## config.mk

```make
export PLATFORM = sky130hd
export DESIGN_NAME = sram_rd_arbiter_flat
export DESIGN_NICKNAME = d
export VERILOG_FILES = /design/src/rtl/sram_rd_arbiter_if.sv /design/src/rtl/sram_rd_arbiter.sv /design/src/flat_wrapper.sv
export SDC_FILE = /design/constraint.sdc
export NUM_CORES = 1
export LEC_CHECK = 0
export ABC_CLOCK_PERIOD_IN_PS = 1100
export BUFFER_PORTS_ARGS = -buffer_cell sky130_fd_sc_hd__buf_2
export CAP_MARGIN = 10
export CORE_AREA = 5 5 80 82
export CTS_BUF_LIST = sky130_fd_sc_hd__clkbuf_8
export DETAILED_ROUTE_END_ITERATION = 8
export DIE_AREA = 0 0 85 87
export GPL_ROUTABILITY_DRIVEN = 0
export GPL_TIMING_DRIVEN = 0
export PLACE_DENSITY = 0.7
export SLEW_MARGIN = 20
export SYNTH_ARGS = -nofsm -noshare
export SYNTH_HDL_FRONTEND = slang
export SYNTH_SLANG_ARGS = --single-unit
```

## constraint.sdc

```tcl
create_clock -name clk -period 1.1 [get_ports clk]
set_input_delay 0.055 -clock clk [delete_from_list [all_inputs] [get_ports clk]]
set_output_delay 0.055 -clock clk [all_outputs]
set_load 0.005 [all_outputs]
```

## src/rtl/sram_rd_arbiter_if.sv

```systemverilog
// AXI-lite read-channel bundle (address + data) shared by the IFU, LSU and SRAM
// sides of sram_rd_arbiter.
interface sram_rd_arbiter_if #(
    parameter int unsigned ADDR_W = 32,
    parameter int unsigned DATA_W = 32
);
    logic [ADDR_W-1:0] araddr;
    logic              arvalid;
    logic              arready;
    logic [DATA_W-1:0] rdata;
    logic [1:0]        rresp;
    logic              rvalid;
    logic              rready;

    modport master (
        output araddr, arvalid, rready,
        input  arready, rdata, rresp, rvalid
    );

    modport slave (
        input  araddr, arvalid, rready,
        output arready, rdata, rresp, rvalid
    );
endinterface

```

## src/rtl/sram_rd_arbiter.sv

```systemverilog
// Two-master (IFU=m0, LSU=m1) to one-SRAM read arbiter, one outstanding read.
// Define ARB_RR_EN to alternate grants on simultaneous requests instead of LSU-first.
module sram_rd_arbiter #(
    parameter int unsigned ADDR_W = 32,
    parameter int unsigned DATA_W = 32
) (
    input logic               clk,
    input logic               rst,
    sram_rd_arbiter_if.slave  m0,
    sram_rd_arbiter_if.slave  m1,
    sram_rd_arbiter_if.master s
);

    typedef enum logic [1:0] {StIdle, StAddr, StData} state_e;

    localparam logic [ADDR_W-1:0] NoAddr = '0;
    localparam logic [DATA_W-1:0] NoData = '0;

    state_e state_q, state_d;
    logic   gnt_q, gnt_d;
`ifdef ARB_RR_EN
    logic   last_q, last_d;
`endif

    logic [ADDR_W-1:0] sel_araddr;
    logic              sel_arvalid;
    logic              sel_rready;

    assign sel_araddr  = gnt_q ? m1.araddr  : m0.araddr;
    assign sel_arvalid = gnt_q ? m1.arvalid : m0.arvalid;
    assign sel_rready  = gnt_q ? m1.rready  : m0.rready;

    always_ff @(posedge clk or posedge rst) begin
        if (rst) begin
            state_q <= StIdle;
            gnt_q   <= 1'b0;
`ifdef ARB_RR_EN
            last_q  <= 1'b0;
`endif
        end else begin
            state_q <= state_d;
            gnt_q   <= gnt_d;
`ifdef ARB_RR_EN
            last_q  <= last_d;
`endif
        end
    end

    always_comb begin
        state_d    = state_q;
        gnt_d      = gnt_q;
`ifdef ARB_RR_EN
        last_d     = last_q;
`endif
        m0.arready = 1'b0;
        m0.rvalid  = 1'b0;
        m0.rdata   = NoData;
        m0.rresp   = 2'b00;
        m1.arready = 1'b0;
        m1.rvalid  = 1'b0;
        m1.rdata   = NoData;
        m1.rresp   = 2'b00;
        s.araddr   = NoAddr;
        s.arvalid  = 1'b0;
        s.rready   = 1'b0;

        unique case (state_q)
            StIdle: begin
                // Arbitration takes this whole cycle; nothing is accepted here.
                if (m0.arvalid || m1.arvalid) begin
                    state_d = StAddr;
`ifdef ARB_RR_EN
                    if (m0.arvalid && m1.arvalid) gnt_d = ~last_q;
                    else                          gnt_d = m1.arvalid;
`else
                    gnt_d = m1.arvalid;
`endif
                end
            end
            StAddr: begin
                s.araddr   = sel_araddr;
                s.arvalid  = sel_arvalid;
                m0.arready = ~gnt_q & s.arready;
                m1.arready = gnt_q & s.arready;
                if (sel_arvalid && s.arready) state_d = StData;
            end
            StData: begin
                s.rready = sel_rready;
                if (gnt_q) begin
                    m1.rvalid = s.rvalid;
                    m1.rdata  = s.rdata;
                    m1.rresp  = s.rresp;
                end else begin
                    m0.rvalid = s.rvalid;
                    m0.rdata  = s.rdata;
                    m0.rresp  = s.rresp;
                end
                if (s.rvalid && sel_rready) begin
                    state_d = StIdle;
`ifdef ARB_RR_EN
                    last_d  = gnt_q;
`endif
                end
            end
            default: state_d = StIdle;
        endcase
    end

endmodule

```

## src/flat_wrapper.sv

```systemverilog
// flat-port wrapper written by rule: the top's interface ports become plain ports
module sram_rd_arbiter_flat 
#(
    parameter int unsigned ADDR_W = 32,
    parameter int unsigned DATA_W = 32
)
  (clk, rst, m0_araddr, m0_arvalid, m0_rready, m0_arready, m0_rdata, m0_rresp, m0_rvalid, m1_araddr, m1_arvalid, m1_rready, m1_arready, m1_rdata, m1_rresp, m1_rvalid, s_araddr, s_arvalid, s_rready, s_arready, s_rdata, s_rresp, s_rvalid);
  sram_rd_arbiter_if #(.ADDR_W(ADDR_W), .DATA_W(DATA_W)) m0_i ();
  sram_rd_arbiter_if #(.ADDR_W(ADDR_W), .DATA_W(DATA_W)) m1_i ();
  sram_rd_arbiter_if #(.ADDR_W(ADDR_W), .DATA_W(DATA_W)) s_i ();
  input logic clk;
  input logic rst;
  input wire logic [$bits(m0_i.araddr)-1:0] m0_araddr;
  input wire logic [$bits(m0_i.arvalid)-1:0] m0_arvalid;
  input wire logic [$bits(m0_i.rready)-1:0] m0_rready;
  output wire logic [$bits(m0_i.arready)-1:0] m0_arready;
  output wire logic [$bits(m0_i.rdata)-1:0] m0_rdata;
  output wire logic [$bits(m0_i.rresp)-1:0] m0_rresp;
  output wire logic [$bits(m0_i.rvalid)-1:0] m0_rvalid;
  input wire logic [$bits(m1_i.araddr)-1:0] m1_araddr;
  input wire logic [$bits(m1_i.arvalid)-1:0] m1_arvalid;
  input wire logic [$bits(m1_i.rready)-1:0] m1_rready;
  output wire logic [$bits(m1_i.arready)-1:0] m1_arready;
  output wire logic [$bits(m1_i.rdata)-1:0] m1_rdata;
  output wire logic [$bits(m1_i.rresp)-1:0] m1_rresp;
  output wire logic [$bits(m1_i.rvalid)-1:0] m1_rvalid;
  output wire logic [$bits(s_i.araddr)-1:0] s_araddr;
  output wire logic [$bits(s_i.arvalid)-1:0] s_arvalid;
  output wire logic [$bits(s_i.rready)-1:0] s_rready;
  input wire logic [$bits(s_i.arready)-1:0] s_arready;
  input wire logic [$bits(s_i.rdata)-1:0] s_rdata;
  input wire logic [$bits(s_i.rresp)-1:0] s_rresp;
  input wire logic [$bits(s_i.rvalid)-1:0] s_rvalid;
  assign m0_i.araddr = m0_araddr;
  assign m0_i.arvalid = m0_arvalid;
  assign m0_i.rready = m0_rready;
  assign m0_arready = m0_i.arready;
  assign m0_rdata = m0_i.rdata;
  assign m0_rresp = m0_i.rresp;
  assign m0_rvalid = m0_i.rvalid;
  assign m1_i.araddr = m1_araddr;
  assign m1_i.arvalid = m1_arvalid;
  assign m1_i.rready = m1_rready;
  assign m1_arready = m1_i.arready;
  assign m1_rdata = m1_i.rdata;
  assign m1_rresp = m1_i.rresp;
  assign m1_rvalid = m1_i.rvalid;
  assign s_araddr = s_i.araddr;
  assign s_arvalid = s_i.arvalid;
  assign s_rready = s_i.rready;
  assign s_i.arready = s_arready;
  assign s_i.rdata = s_rdata;
  assign s_i.rresp = s_rresp;
  assign s_i.rvalid = s_rvalid;
  sram_rd_arbiter #(.ADDR_W(ADDR_W), .DATA_W(DATA_W)) u_core (.clk(clk), .rst(rst), .m0(m0_i), .m1(m1_i), .s(s_i));
endmodule
```

==> results_dict.tcl <==
set metrics [dict create \
    status "finished, violations left" \
    violations "negative setup slack" \
    utilization 0.5743 \
    max-slew-margin-rel 0.8646 \
    final_cell_mix "buf_2 (164), buf_6 (55), and2_4 (49)" \
    ys_ff_latch 3 \
    dpl-instance-area_sq_mm 0.002342 \
    required_ps 1040 \
    crit_type "flip-flop to primary output" \
    grt_pass1_vias 2107 \
    hold_ws_ps 98.63 \
    ir_drop_uv 1105 \
    clockBufferDepth 2 \
    setup_ws_ps -391.9 \
    grt_overflow 0 \
    wl_per_cell_microns 15.73 \
    drt-initial-drc-count 31 \
    insertion_delay_ps 220 \
    fp.dieH_microns 87 \
    setup_viol 108 \
    r2r-start "u_core.gnt_q" \
    dieWidth_microns 85 \
    hold_depth 2 \
    final_hold_viol_count 0 \
    yosys.area_share.simple 0.5425 \
    synth_compound_area_frac 0.02518 \
    yosysUniqueCellTypes 21 \
    synthXorXnorAreaFrac 0 \
    place_hpwl_microns 5397 \
    grt_max_degree 11 \
    p_total_mw 5.180 \
    netlist_area_sq_mm 0.001192 \
    worstPathArrival_ps 1440 \
    worstPathMaxFanout 7 \
    startpoint_type "flip-flop" \
    grt_pass1_wl_microns 10090 \
    synth.area.mux_share 0.2896 \
    layout_commonest_cell "buf_2" \
    rsz0062_at_grt "true" \
    diodes 0 \
    route.detailed.drc 0 \
    synth_fa_ha_area_frac 0 \
    drv_cap 0 \
    reg2reg_slack_ps -170 \
    clkSinkCount 3 \
    fin_setup_tns_ps -31710 \
    vias 2124 \
    start_util 0.2101 \
    dp_slack_ps -302.1 \
    core.rowCount 28 \
    grt_usage 0.1653 \
    cts_tree "built" \
    path_clk_slew_ps 30 \
    endpoint_kind "primary output" \
    synthArstFlopShare 1.000 \
    io_pins 212 \
    design_area_sq_mm 0.003259 \
    p_per_area_mw_per_mm2 1589 \
    synth_warnings 0 \
    layout-drive-gt1-share 0.7824 \
    fin_crit_ps 1492 \
    htreeDepth 1 \
    syn_inst 172 \
    cts_buffers 3 \
    placed_cells 458 \
    cts_root_buffer "clkbuf_8" \
    tightest_slew_ps 201.5 \
    synth_nets 278 \
    fp.coreArea_sq_mm 0.005675 \
    hp-class "primary input to flip-flop" \
    syn_to_final_growth_pct 173.3 \
    finalNetCount 516 \
    hp-start "m1_arvalid" \
    drv_slew 0 \
    instances_no_fill 484 \
    synth_top_family_by_area "simple AND/OR/NAND/NOR gates" \
    fillers 519 \
    synth_edf_count 0 \
    regToRegEndpoint "u_core.state_q[0]" \
    skew_ps 3.150 \
    fmax_mhz 670.3 \
    finalCritPeriodShare 1.356 \
    p_leak_nw 1.904 \
    ant_nets 0 \
    postRouteWirelength_microns 7612 \
    drtPass1Iterations 4 \
    die_area_sq_mm 0.007395 \
    synth-main-ff-cell "dfrtp_1" \
    hold_end "u_core.gnt_q" \
    syn_area_per_cell_sq_um 6.933 \
    viasPerCell 4.388 \
    portBuffers 211 \
    reg2regPathDepth 4 \
    ys_seq_area_frac 0.06296 \
    antenna_found_initial 0 \
]
[layer usage]
metal / GRT usage / wire length [microns] / part of all wire / vias to the layer above
li1: - / - / - / 1023
met1: 0.1721 / 2704 / 0.36 / 949
met2: 0.3213 / 4113 / 0.54 / 142
met3: 0.04257 / 687 / 0.090 / 10
met4: 0.05036 / 106 / 0.014 / 0
met5: 0 / 0 / 0 / -
[how the worst max path moves through the flow]
stage / endpoint / cells after the start / from
global placement: m1_rdata[11] / 5 / u_core.state_q[0]
CTS: m0_rdata[24] / 6 / u_core.gnt_q
detailed placement: m1_rdata[11] / 5 / u_core.state_q[0]
finish: m1_rdata[28] / 6 / u_core.state_q[0]
floorplan: u_core.state_q[0] / 3 / u_core.gnt_q
global route: m1_rdata[28] / 6 / u_core.state_q[0]
[registers in the layout (all words and copies together), names as in the netlist]
| signal | flops |
|---|---|
| u_core.state_q | 2 |
| u_core.gnt_q | 1 |
[layout make-up]
cell class,instances,area [sq um],share of cell area
timing repair buffer,233,1608,0.4933
multi-input combinational,152,1227,0.3766
buffer,14,197.7,0.06065
tap,75,93.84,0.02879
sequential,3,76.32,0.02342
clock buffer,3,41.29,0.01267
inverter,3,11.26,0.003455
clock inverter,1,3.754,0.001152
[kinds of logic (layout without fill, tap and decap cells)]
logic type	Yosys count	after routing
flip-flops	3	3
buffers and inverters	17	254
AND/OR/NAND/NOR	115	115
AO/OA/AOI/OAI	3	3
multiplexers	34	34
[what timing repair did]
item                                    in CTS  in global routing
pin swaps                                   41                 34
hold buffers                                 1                  0
hold endpoints to repair                     3                  0
endpoints found under the setup margin     108                109
cloned                                       7                  0
resized for setup                           63                103
buffers inserted                            11                  3
[cell usage after synthesis (2+ instances only)]
| cell | instances | area, sq um |
|---|---|---|
| and2_1 | 70 | 437.9 |
| buf_2 | 4 | 20.02 |
| buf_4 | 3 | 22.52 |
| clkbuf_2 | 6 | 30.03 |
| dfrtp_1 | 3 | 75.07 |
| inv_1 | 3 | 11.26 |
| mux2i_1 | 33 | 330.3 |
| nor2_1 | 34 | 127.6 |
| nor2_4 | 2 | 22.52 |
| nor2b_1 | 2 | 12.51 |
| nor3_1 | 2 | 10.01 |
[worst max-delay path, cell delays in order, from the launching register on]
cell and delay, ps:
dfrtp_1 360, nand2b_4 170, nor2_4 130, buf_12 140
clkbuf_8 140, and2_1 150, buf_2 130
[power by group]
group | internal, mW | switching [mW] | leakage (nW) | total, mW
Clock | 0.238 | 0.0732 | 0.0269 | 0.311
Combinational | 2.65 | 2.00 | 1.84 | 4.65
Sequential | 0.166 | 0.0524 | 0.0342 | 0.219
Total | 3.06 | 2.12 | 1.90 | 5.18
No activity file was read; power rests on OpenSTA's default activity.
